**src/rtl/imm_pkg.sv**
```systemverilog
// Shared opcode constants, format codes and XLEN legality helper for the
// immediate-generation stage.
package imm_pkg;

  localparam logic [6:0] OPC_LUI       = 7'b0110111;
  localparam logic [6:0] OPC_AUIPC     = 7'b0010111;
  localparam logic [6:0] OPC_JAL       = 7'b1101111;
  localparam logic [6:0] OPC_JALR      = 7'b1100111;
  localparam logic [6:0] OPC_BRANCH    = 7'b1100011;
  localparam logic [6:0] OPC_LOAD      = 7'b0000011;
  localparam logic [6:0] OPC_STORE     = 7'b0100011;
  localparam logic [6:0] OPC_OP_IMM    = 7'b0010011;
  localparam logic [6:0] OPC_OP_IMM_32 = 7'b0011011;
  localparam logic [6:0] OPC_OP        = 7'b0110011;
  localparam logic [6:0] OPC_OP_32     = 7'b0111011;
  localparam logic [6:0] OPC_SYSTEM    = 7'b1110011;

  typedef enum logic [2:0] {
    FMT_R = 3'd0,
    FMT_I = 3'd1,
    FMT_S = 3'd2,
    FMT_B = 3'd3,
    FMT_U = 3'd4,
    FMT_J = 3'd5,
    FMT_Z = 3'd6
  } fmt_e;

  function automatic bit xlen_ok(input int xlen);
    return (xlen == 32) || (xlen == 64);
  endfunction

endpackage

```
**src/rtl/imm_gen_stage_decode.sv**
```systemverilog
// Combinational RV immediate decoder: instruction -> {imm, fmt, illegal}.
module imm_decode
  import imm_pkg::*;
#(
  parameter int XLEN = 32
) (
  input  logic [31:0]     instr_i,
  output logic [XLEN-1:0] imm_o,
  output logic [2:0]      fmt_o,
  output logic            illegal_o
);

  logic [2:0] f3;
  logic [5:0] shamt;

  assign f3    = instr_i[14:12];
  assign shamt = (XLEN == 64) ? instr_i[25:20] : {1'b0, instr_i[24:20]};

  function automatic logic [XLEN-1:0] sx(input logic [31:0] v);
    return XLEN'($signed(v));
  endfunction

  always_comb begin
    imm_o     = '0;
    fmt_o     = FMT_R;
    illegal_o = 1'b0;
    case (instr_i[6:0])
      OPC_LUI, OPC_AUIPC: begin
        fmt_o = FMT_U;
        imm_o = sx({instr_i[31:12], 12'b0});
      end
      OPC_JAL: begin
        fmt_o = FMT_J;
        imm_o = sx({{11{instr_i[31]}}, instr_i[31], instr_i[19:12], instr_i[20],
                    instr_i[30:21], 1'b0});
      end
      OPC_JALR, OPC_LOAD: begin
        fmt_o = FMT_I;
        imm_o = sx({{20{instr_i[31]}}, instr_i[31:20]});
      end
      OPC_STORE: begin
        fmt_o = FMT_S;
        imm_o = sx({{20{instr_i[31]}}, instr_i[31:25], instr_i[11:7]});
      end
      OPC_BRANCH: begin
        fmt_o = FMT_B;
        imm_o = sx({{19{instr_i[31]}}, instr_i[31], instr_i[7], instr_i[30:25],
                    instr_i[11:8], 1'b0});
      end
      OPC_OP_IMM: begin
        fmt_o = FMT_I;
        // slli/srli/srai carry an unsigned shift amount, not a signed imm
        if (f3[1:0] == 2'b01) begin
          imm_o     = XLEN'(shamt);
          illegal_o = (XLEN == 32) && instr_i[25];
        end else begin
          imm_o = sx({{20{instr_i[31]}}, instr_i[31:20]});
        end
      end
      OPC_OP_IMM_32: begin
        if (XLEN == 64) begin
          fmt_o = FMT_I;
          imm_o = sx({{20{instr_i[31]}}, instr_i[31:20]});
        end else begin
          illegal_o = 1'b1;
        end
      end
      OPC_OP: fmt_o = FMT_R;
      OPC_OP_32: illegal_o = (XLEN != 64);
      OPC_SYSTEM: begin
        if (f3[2]) begin
          fmt_o = FMT_Z;
          imm_o = XLEN'(instr_i[19:15]);
        end else begin
          fmt_o = FMT_I;
          imm_o = sx({{20{instr_i[31]}}, instr_i[31:20]});
        end
      end
      default: illegal_o = 1'b1;
    endcase
  end

endmodule

```
**src/rtl/imm_gen_stage.sv**
```systemverilog
// Registered immediate generator: decode on input, one-cycle latency, optional
// two-entry skid buffer for full throughput with a registered in_ready.
module imm_gen_stage
  import imm_pkg::*;
#(
  parameter int XLEN = 32,
  parameter bit SKID = 1'b1
) (
  input  logic            clk,
  input  logic            rst_n,
  input  logic            flush,
  input  logic            in_valid,
  output logic            in_ready,
  input  logic [31:0]     in_instr,
  output logic            out_valid,
  input  logic            out_ready,
  output logic [31:0]     out_instr,
  output logic [XLEN-1:0] out_imm,
  output logic [2:0]      out_fmt,
  output logic            out_illegal
);

  if (!xlen_ok(XLEN)) begin : g_bad_xlen
    $error("imm_gen_stage: XLEN must be 32 or 64");
  end

  localparam int EW = 32 + XLEN + 3 + 1;

  logic [XLEN-1:0] dec_imm;
  logic [2:0]      dec_fmt;
  logic            dec_ill;

  imm_decode #(.XLEN(XLEN)) u_dec (
    .instr_i   (in_instr),
    .imm_o     (dec_imm),
    .fmt_o     (dec_fmt),
    .illegal_o (dec_ill)
  );

  logic [EW-1:0] new_e, main_q, main_d, skid_q, skid_d;
  logic          main_vld_q, main_vld_d, skid_vld_q, skid_vld_d, rdy_q, rdy_d;
  logic          accept, drain;

  assign new_e    = {in_instr, dec_imm, dec_fmt, dec_ill};
  assign in_ready = SKID ? rdy_q : (!main_vld_q || out_ready);
  assign accept   = in_valid && in_ready && !flush;
  assign drain    = main_vld_q && out_ready;

  // The skid entry is only ever occupied behind a valid output entry, so the
  // output slot refills from skid first to keep FIFO order.
  always_comb begin
    main_d     = main_q;
    main_vld_d = main_vld_q;
    skid_d     = skid_q;
    skid_vld_d = skid_vld_q;
    if (flush) begin
      main_vld_d = 1'b0;
      skid_vld_d = 1'b0;
    end else if (!main_vld_q || drain) begin
      if (skid_vld_q) begin
        main_d     = skid_q;
        main_vld_d = 1'b1;
        skid_vld_d = accept;
        if (accept) skid_d = new_e;
      end else begin
        main_vld_d = accept;
        if (accept) main_d = new_e;
      end
    end else if (accept) begin
      skid_vld_d = 1'b1;
      skid_d     = new_e;
    end
    rdy_d = !skid_vld_d;
  end

  always_ff @(posedge clk or negedge rst_n) begin
    if (!rst_n) begin
      main_q     <= '0;
      main_vld_q <= 1'b0;
      skid_q     <= '0;
      skid_vld_q <= 1'b0;
      rdy_q      <= 1'b1;
    end else begin
      main_q     <= main_d;
      main_vld_q <= main_vld_d;
      skid_q     <= skid_d;
      skid_vld_q <= skid_vld_d;
      rdy_q      <= rdy_d;
    end
  end

  assign out_valid = main_vld_q;
  assign {out_instr, out_imm, out_fmt, out_illegal} = main_q;

endmodule

```
**config.mk**
```make
export PLATFORM = sky130hd
export DESIGN_NAME = imm_gen_stage
export DESIGN_NICKNAME = d
export VERILOG_FILES = /design/src/rtl/imm_pkg.sv /design/src/rtl/imm_gen_stage_decode.sv /design/src/rtl/imm_gen_stage.sv
export SDC_FILE = /design/constraint.sdc
export NUM_CORES = 1
export LEC_CHECK = 0
export CAP_MARGIN = 20
export CORE_ASPECT_RATIO = 1.4
export CORE_UTILIZATION = 57
export DETAILED_ROUTE_END_ITERATION = 6
export PLACE_DENSITY = 0.94
export SYNTH_ARGS = -nofsm -noshare
export SYNTH_HDL_FRONTEND = slang
export SYNTH_SLANG_ARGS = --single-unit
```
**constraint.sdc**
```tcl
create_clock -name clk -period 3.5 [get_ports clk]
set_input_delay 0.7 -clock clk [delete_from_list [all_inputs] [get_ports clk]]
set_output_delay 0.7 -clock clk [all_outputs]
set_load 0.05 [all_outputs]
```
==> results.txt <==
Result of the run - finished clean
Hold Fails Final Rpt - 0
CTS Root Cell - clkbuf_16
Skew final - 0.00506 ns
Synth area leader - dfrtp_1
Clk pwr share - 0.349
Max-slew violation count - 0
Die width - 91.0 um
Clk buf depth - 2
Routed vias/inst - 6.16
CTS tree - yes
Drt drc - 0
RSZ-0062 raised after global routing - no
Syn Area/Cell - 9.18 um^2
Worst slew margin - 0.455
Ys flop type - dfrtp_1
Total Routed Length - 18,000 um
Comb power frac - 0.253
Overall Global Routing Usage - 0.330
Switching share of power - 0.330
Worst-Margin Slew - 0.817 ns
Final setup viols - 0
Core Util, Final - 0.749
Share of layout cells above drive strength 1 - 0.0839
Final WS setup - 0.713 ns
Grt total ovfl - 0
IO Port Bufs - 106
Post-CTS Resized - 0
Synth Register Bits - 139
Worst reg2reg startpoint - skid_vld_q
H-tree depth - 4
Synthesized instance count - 689
Initial Util - 0.585
Pwr per Cell Area - 662 nW/um^2
DRT Pass-1 Iters - 6
Synth area leaders - dfrtp_1 (55%), nand2_1 (11%), mux2i_1 (5.1%)
CORE AREA - 10,800 um^2
Pint - 3.59 mW
Io pins - 107
Most common cell after layout, fill and taps aside - nand2_1
Leak pwr - 3.45 nW
Worst EP required - 3.75 ns
Area delta synth->final - 28.1%
Syn Nets - 726
Max Cap Viol - 0
N_diodes - 0
Reg2Reg Depth - 5
Synth unique cells - 43
Final ANT Viol Nets - 0
Hold Path Class - in2async
First-pass GRT wire length - 29,500 um
Asr flop ratio synth - 1.00
Hold_buf cts - 0
Initial antenna violation count - 0
Setup TNS - 0 ns
First DRT Iteration DRCs - 758
TritonCTS buffer count - 17
DIE AREA - 11,500 um^2
Worst VDD drop - 0.435 mV
Sequential share of power - 0.399
Most frequent cells in the layout - nand2_1 (177), dfrtp_1 (137), clkdlybuf4s50_1 (105)
Fin crit share - 0.796
YS warnings - 0
DP HPWL - 11,600 um
Total number of vias - 5,715
Vias in the first global route - 5,762
Critical Path Start - in_instr[6]
GP Congestion - 1.04
Worst Setup Start Kind - input pin
WHS - 0.316 ns
Pre-CTS setup slack - 0.363 ns
FMAX - 359 MHz
Postcts setup bufs - 0
Largest net degree at the start of global routing - 90
Nets@finish - 812
CP Class - in2reg
Core Rows - 45
CTS Sinks - 139
Reg clk slew, reported paths - 0.06 ns
Register area share after synthesis - 0.550
Die Height - 127 um
Routed WL per cell - 19.4 um
CP Data Arrival Time - 3.04 ns
Reg-to-reg setup timing slack - 0.92 ns
Worst-path fanout max - 11
Top cell type's share of synthesized area - 0.546
Clock Latency Late Sink - 0.42 ns
Syn Std Cell Area - 6320 um^2
Final Critical Period - 2.79 ns
Net Sw Power - 1.77 mW
EDFF count, synth - 0
Total Power - 5.36 mW
CP Capture Type - flip-flop
-- kinds of logic after synthesis --
family | synth area share
AO/OA/AOI/OAI | 0.152
adder cells (fa/ha/maj) | 0.00158
buffers and inverters | 0.0417
flip-flops | 0.550
multiplexers | 0.0506
AND/OR/NAND/NOR | 0.204
-- through the flow --
step	instance area, um^2	std cells
floorplan	6320	689
global placement	7490	897
detailed placement	7490	897
CTS	8100	928
global route	8100	928
finish	8100	928
-- power by group through the flow --
stage          clock network (mW)  logic (mW)  registers, mW
3_5_place_dp                    0        1.33           2.15
4_1_cts                      1.88        1.35           2.13
6_report                     1.87        1.35           2.14
5_1_grt                      1.94        1.44           2.17
2_1_floorplan                   0       0.394           2.57
3_3_place_gp                    0        1.29           2.12
-- layer usage --
metal,vias up,GRT usage,share of wire
li1,2516,-,-
met2,369,0.563,0.53
met4,0,0.195,0.047
met5,-,0,0
met3,72,0.0594,0.073
met1,2758,0.391,0.35
-- flip-flops by register name, indices dropped and copies added, names as in the netlist --
signal      count
main_q         68
in_ready        1
skid_q         68
skid_vld_q      1
out_valid       1
-- final cells by class --
cell class	instances	area [um^2]
fill	723	2710
multi-input combinational	490	2590
timing repair buffer	121	1210
clock inverter	12	173
tap	141	176
sequential	139	3480
clock buffer	19	443
inverter	6	22.5
-- synth_stat cells (2+ instances only) --
cell type,count
nand4_1,6
a211oi_2,10
or3_1,2
a211oi_1,14
o21ai_1,2
nor4bb_1,2
nor2b_1,5
dfrtp_1,138
o21ai_0,58
buf_4,4
nand2b_1,3
and2_1,2
nor3_1,30
o211ai_1,4
mux2i_1,32
a21oi_1,37
inv_1,5
clkbuf_1,36
nand2_1,177
nand3_1,6
and3_1,7
a31oi_1,13
o22ai_1,5
nor2_1,59
o21a_1,2
buf_2,13
-- worst paths after layout --
check / endpoint
hold reg to reg: skid_q[64]
min in group clk: skid_q[64]
setup / recovery: main_q[24]
max in group asynchronous: skid_q[33]
hold / removal: main_q[38]
setup reg to reg: main_q[24]
-- worst max-delay path: stages --
cell             delay, ns
clkdlybuf4s50_1       0.57
and2_1                0.33
o211ai_1              0.36
o211ai_4              0.19
a21oi_2               0.66
a211oi_1              0.22
Note: power is estimated with default switching activity, not from simulation.
